==> src/rtl/hazard_ctrl_pkg.sv <==
// Shared definitions for the hazard/ISA-mode controller: FSM states,
// forward-select encodings and the mode-dependent register-match rule.
package hazard_ctrl_pkg;

  typedef enum logic [1:0] {
    RUN    = 2'd0,
    DRAIN  = 2'd1,
    SWITCH = 2'd2
  } state_e;

  localparam logic [1:0] FWD_RF = 2'b00;
  localparam logic [1:0] FWD_W  = 2'b01;
  localparam logic [1:0] FWD_M  = 2'b10;

  localparam logic [4:0] REG_ZERO   = 5'd0;
  localparam logic [4:0] REG_PC_ARM = 5'd15;

  // x0 is hardwired in RISC-V; r15 reads as PC+8 in ARM, so neither can carry a hazard.
  function automatic logic reg_valid(input logic [4:0] r, input logic arm);
    return arm ? (r != REG_PC_ARM) : (r != REG_ZERO);
  endfunction

endpackage

==> src/rtl/hazard_ctrl_fwd.sv <==
// Combinational operand forwarding and load-use detection, aware of the
// current decode mode for the non-matching register index.
module hazard_fwd
  import hazard_ctrl_pkg::*;
(
  input  logic       arm_mode,
  input  logic [4:0] Rs1D,
  input  logic [4:0] Rs2D,
  input  logic [4:0] Rs1E,
  input  logic [4:0] Rs2E,
  input  logic [4:0] RdE,
  input  logic [4:0] RdM,
  input  logic [4:0] RdW,
  input  logic       RegWriteM,
  input  logic       RegWriteW,
  input  logic       ResultSrcE0,
  output logic [1:0] ForwardAE,
  output logic [1:0] ForwardBE,
  output logic       lw_stall
);

  // M is younger than W, so its result wins when both match.
  function automatic logic [1:0] fwd_sel(input logic [4:0] rs, input logic [4:0] rd_m,
                                         input logic [4:0] rd_w, input logic we_m,
                                         input logic we_w, input logic arm);
    logic [1:0] sel;
    sel = FWD_RF;
    if (reg_valid(rs, arm)) begin
      if (we_m && (rd_m == rs))      sel = FWD_M;
      else if (we_w && (rd_w == rs)) sel = FWD_W;
    end
    return sel;
  endfunction

  always_comb begin
    ForwardAE = fwd_sel(Rs1E, RdM, RdW, RegWriteM, RegWriteW, arm_mode);
    ForwardBE = fwd_sel(Rs2E, RdM, RdW, RegWriteM, RegWriteW, arm_mode);
    lw_stall  = ResultSrcE0 && reg_valid(RdE, arm_mode) &&
                ((RdE == Rs1D) || (RdE == Rs2D));
  end

endmodule

==> src/rtl/hazard_ctrl.sv <==
// Hazard controller with ISA-switch drain sequencing, the architectural
// ARM/RISC-V mode bit and stall/flush performance counters.
module hazard_ctrl
  import hazard_ctrl_pkg::*;
#(
  parameter int       DRAIN_CYCLES = 3,
  parameter bit       INIT_ARM     = 1'b0
) (
  input  logic        clk,
  input  logic        rst,
  input  logic [4:0]  Rs1D,
  input  logic [4:0]  Rs2D,
  input  logic [4:0]  Rs1E,
  input  logic [4:0]  Rs2E,
  input  logic [4:0]  RdE,
  input  logic [4:0]  RdM,
  input  logic [4:0]  RdW,
  input  logic        RegWriteM,
  input  logic        RegWriteW,
  input  logic        ResultSrcE0,
  input  logic        PCSrcE,
  input  logic        SwitchReqD,
  input  logic        TargetArmD,
  output logic        StallF,
  output logic        StallD,
  output logic        FlushD,
  output logic        FlushE,
  output logic [1:0]  ForwardAE,
  output logic [1:0]  ForwardBE,
  output logic        ArmMode,
  output logic        Switching,
  output logic [31:0] StallCount,
  output logic [31:0] FlushCount
);

  localparam int CNT_W = (DRAIN_CYCLES < 2) ? 1 : $clog2(DRAIN_CYCLES + 1);

  state_e             state, state_nx;
  logic [CNT_W-1:0]   cnt, cnt_nx;
  logic               arm_mode_q;
  logic               target_q;
  logic               lw_stall;
  logic               accept;
  logic               drain_done;
  logic [31:0]        stall_count;
  logic [31:0]        flush_count;

  hazard_fwd u_fwd (
    .arm_mode    (arm_mode_q),
    .Rs1D        (Rs1D),
    .Rs2D        (Rs2D),
    .Rs1E        (Rs1E),
    .Rs2E        (Rs2E),
    .RdE         (RdE),
    .RdM         (RdM),
    .RdW         (RdW),
    .RegWriteM   (RegWriteM),
    .RegWriteW   (RegWriteW),
    .ResultSrcE0 (ResultSrcE0),
    .ForwardAE   (ForwardAE),
    .ForwardBE   (ForwardBE),
    .lw_stall    (lw_stall)
  );

  assign drain_done = (state == DRAIN) && (cnt == CNT_W'(1));

  always_comb begin
    state_nx = state;
    cnt_nx   = cnt;
    accept   = 1'b0;
    StallF   = 1'b0;
    StallD   = 1'b0;
    FlushD   = 1'b0;
    FlushE   = 1'b0;
    case (state)
      RUN: begin
        StallF = lw_stall;
        StallD = lw_stall;
        FlushD = PCSrcE;
        FlushE = lw_stall | PCSrcE;
        // A switch seen alongside a taken branch is on the wrong path.
        if (SwitchReqD && !lw_stall && !PCSrcE) begin
          accept   = 1'b1;
          StallF   = 1'b1;
          FlushD   = 1'b1;
          cnt_nx   = CNT_W'(DRAIN_CYCLES);
          state_nx = DRAIN;
        end
      end
      DRAIN: begin
        StallF = 1'b1;
        FlushD = 1'b1;
        cnt_nx = cnt - CNT_W'(1);
        if (cnt == CNT_W'(1)) state_nx = SWITCH;
      end
      SWITCH: begin
        StallF   = 1'b1;
        FlushD   = 1'b1;
        state_nx = RUN;
      end
      default: state_nx = RUN;
    endcase
  end

  always_ff @(posedge clk or negedge rst) begin
    if (!rst) begin
      state      <= RUN;
      cnt        <= '0;
      arm_mode_q <= INIT_ARM;
      target_q   <= INIT_ARM;
    end else begin
      state <= state_nx;
      cnt   <= cnt_nx;
      if (accept)     target_q   <= TargetArmD;
      if (drain_done) arm_mode_q <= target_q;
    end
  end

  always_ff @(posedge clk or negedge rst) begin
    if (!rst) begin
      stall_count <= '0;
      flush_count <= '0;
    end else begin
      stall_count <= stall_count + 32'(StallF);
      flush_count <= flush_count + 32'(FlushD | FlushE);
    end
  end

  assign ArmMode    = arm_mode_q;
  assign Switching  = (state != RUN);
  assign StallCount = stall_count;
  assign FlushCount = flush_count;

endmodule

==> config.mk <==
export PLATFORM = sky130hd
export DESIGN_NAME = hazard_ctrl
export DESIGN_NICKNAME = d
export VERILOG_FILES = /design/src/rtl/hazard_ctrl_pkg.sv /design/src/rtl/hazard_ctrl_fwd.sv /design/src/rtl/hazard_ctrl.sv
export SDC_FILE = /design/constraint.sdc
export NUM_CORES = 1
export LEC_CHECK = 0
export ABC_AREA = 1
export CAP_MARGIN = 20
export CORE_AREA = 3 3 112 114
export CTS_CLUSTER_SIZE = 10
export DETAILED_ROUTE_END_ITERATION = 10
export DIE_AREA = 0 0 115 117
export GPL_ROUTABILITY_DRIVEN = 0
export PLACE_DENSITY = 0.63
export SLEW_MARGIN = 10
export SYNTH_ARGS = -nofsm -noshare
export SYNTH_HDL_FRONTEND = slang
export SYNTH_SLANG_ARGS = --single-unit
==> constraint.sdc <==
create_clock -name clk -period 3.3 [get_ports clk]
set_input_delay 0.99 -clock clk [delete_from_list [all_inputs] [get_ports clk]]
set_output_delay 0.99 -clock clk [all_outputs]
set_load 0.1 [all_outputs]
==> flow_summary.json <==
{
  "syn-cell-area_um2": 4070,
  "ys_seq_area_share_pct": 43.0,
  "die-area_um2": 13500,
  "clk_pin_slew_ns": 0.06,
  "io_pins": 117,
  "max_stage_delay_ns": 0.51,
  "path_delay_family": "buffers and inverters",
  "antenna_left": 0,
  "leakage_nw": 3.12,
  "vias": 3891,
  "synth_top_area_cell": "dfrtp_1",
  "crit_path_end": "ForwardAE[0]",
  "routed_wl_mm": 11.2,
  "max-clock-path-buffers": 2,
  "rrSetupSlack_ns": 0.45,
  "ys_ff_latch": 70,
  "drv_slew": 0,
  "synth_top_cell_area_share_pct": 43.0,
  "synth_edf_count": 0,
  "wl_per_cell_um": 13.9,
  "clkSinkCount": 70,
  "drive_gt1_share_pct": 35.1,
  "hold_violations": 0,
  "path_buf_inv": 2,
  "criticalPathCategory": "input pin to output pin",
  "grt-ovfl-total": 0,
  "syn_nets": 544,
  "synthFlopType": "dfrtp_1",
  "port_buffers": 116,
  "end_kind": "output pin",
  "grt_max_degree": 43,
  "cts_root_buf": "clkbuf_16",
  "yosysMostFrequentCell": "nand2_1",
  "crit_cells": 6,
  "fill_cells": 1044,
  "hold_class": "flop to flop",
  "clock_skew_ns": 0.00571,
  "placed_cell_area_um2": 5720,
  "dieWidth_um": 115,
  "fmax_mhz": 307,
  "drv_cap": 0,
  "antenna_cells": 0,
  "r2r_start": "state[1]",
  "status": "finished, final reports clean",
  "syn2layout_area_growth_pct": 53.6,
  "hpwl_mm": 8.75,
  "start_kind": "input pin",
  "vdd_drop_max_v": 0.000796,
  "r2r_cells": 18,
  "post-route-drc-count": 0,
  "crit_required_ns": 2.31,
  "nets": 712,
  "arrival_ns": 2.27,
  "final_cell_area_um2": 6260,
  "grt_pass1_wl_mm": 18.6,
  "crit_start": "Rs1E[4]",
  "critical_path.cell_chain": "clkdlybuf4s50_1, xnor2_1, nand3_2, nand4_1, nor2_2, buf_12",
  "setup_viol": 0,
  "placementRows": 39,
  "synth_area_per_cell_um2": 8.29,
  "finalCriticalPeriod_ns": 3.26,
  "slew_headroom_pct": 54.3,
  "slowest_stage": "clkdlybuf4s50_1",
  "finalCritPeriodShare_pct": 98.7,
  "totalNegativeSetupSlack_ns": 0,
  "syn_inst": 491,
  "tritoncts": "built",
  "critPathMaxFanout": 3,
  "yosysWarnings": 0,
  "yosys-top-cells-count": "nand2_1 (102), dfrtp_1 (70), nor2_1 (58)",
  "antenna_found_initial": 0,
  "worstReg2RegEnd": "StallCount[28]",
  "grt_pass1_vias": 3924,
  "insertion_delay_ns": 0.33,
  "core-area_um2": 11500,
  "htreeDepth": 3,
  "fp.dieH_um": 117,
  "drtIter0Drc": 149,
  "first_pass_iters": 7,
  "initial_core_util_pct": 35.4,
  "async_flop_share_pct": 100,
  "hold-path-cell-count": 1,
  "ys_types": 33,
  "cts_hold_buf": 0,
  "viasPerCell": 4.82,
  "tightest_slew_ns": 0.686,
  "track_usage_pct": 17.1,
  "synth_area_leaders": "dfrtp_1 (43%), xor2_1 (9.7%), nand2_1 (9.4%), nor2_1 (5.3%), xnor2_1 (4.7%)",
  "cts_made_buffers": 9,
  "cellPowerDensity_nw_per_um2": 711
}
[where the power goes]
group,internal [mW],switching (mW)
clock network,0.838,0.355
logic,0.605,1.48
registers,0.995,0.184
[stage by stage]
stage	std cells	worst slack [ns]	hold WS, ns	util (%)	power, mW
floorplan	491	-0.506	0.459	-	2.61
global placement	786	-0.540	0.462	49.7	3.19
detailed placement	786	-0.589	0.464	49.7	3.22
CTS	805	-0.0531	0.472	53.4	4.48
global route	807	-0.0121	0.481	54.3	4.67
finish	807	0.0433	0.471	54.3	4.45
[repair_timing]
item / CTS / global route
setup endpoints to repair: 27 / 26
gates resized for setup: 72 / 57
setup buffers: 3 / 3
pin swaps: 30 / 32
[sequential cells by signal (all words and copies together) (netlist names)]
register    flops
target_q        1
StallCount     32
ArmMode         1
cnt             2
FlushCount     32
state           2
[final cells by class]
type / count / area [µm²] / area share, %
clock buffers: 11 / 243 / 3.88
repair buffers: 157 / 1340 / 21.5
flip-flops and latches: 70 / 1750 / 28.0
well taps: 143 / 179 / 2.86
clock inverters: 5 / 129 / 2.06
inverters: 61 / 241 / 3.86
multi-input cells: 360 / 2370 / 37.9
[cell families after synthesis]
kind of cell | share of synthesized area [%]
xor gates and xnor gates | 14.4
buffers and inverters | 5.62
adders and majority gates | 3.07
DFF | 43.0
and+or+nand+nor | 30.1
AOI/OAI and AO/OA | 3.81
[placed cells by master (no fill, tap or decap), types with 3 or more instances in the layout]
cell type / n
ha_2: 3
inv_2: 17
buf_2: 3
buf_6: 3
clkdlybuf4s50_1: 8
dlygate4sd2_1: 18
nand2_1: 92
nor3_1: 22
a21oi_1: 4
ha_1: 5
nor2_4: 11
nand2_2: 9
clkbuf_2: 6
xnor2_1: 22
dfrtp_1: 69
nand4_1: 15
nor2_2: 11
o22ai_1: 4
buf_12: 10
buf_4: 107
clkbuf_16: 9
bufinv_16: 4
nor3_2: 3
nand3_2: 4
inv_1: 40
nor2_1: 45
nand3_1: 28
xor2_1: 45
[worst min path at each step]
| stage | start | end | slack (ns) |
|---|---|---|---|
| 2_1_floorplan | target_q | target_q | 0.46 |
| 3_3_place_gp | FlushCount[31] | FlushCount[31] | 0.46 |
| 3_5_place_dp | FlushCount[31] | FlushCount[31] | 0.46 |
| 4_1_cts | FlushCount[31] | FlushCount[31] | 0.47 |
| 5_1_grt | FlushCount[31] | FlushCount[31] | 0.48 |
| 6_report | FlushCount[31] | FlushCount[31] | 0.47 |
[layer usage]
layer	global-route usage [%]	vias to the layer above	wire [µm]
met5	0	-	0
met4	5.32	0	167
met3	3.80	14	468
met2	28.0	104	5440
met1	22.6	1846	5120
li1	-	1927	-
No activity file was read; power rests on OpenSTA's default activity.
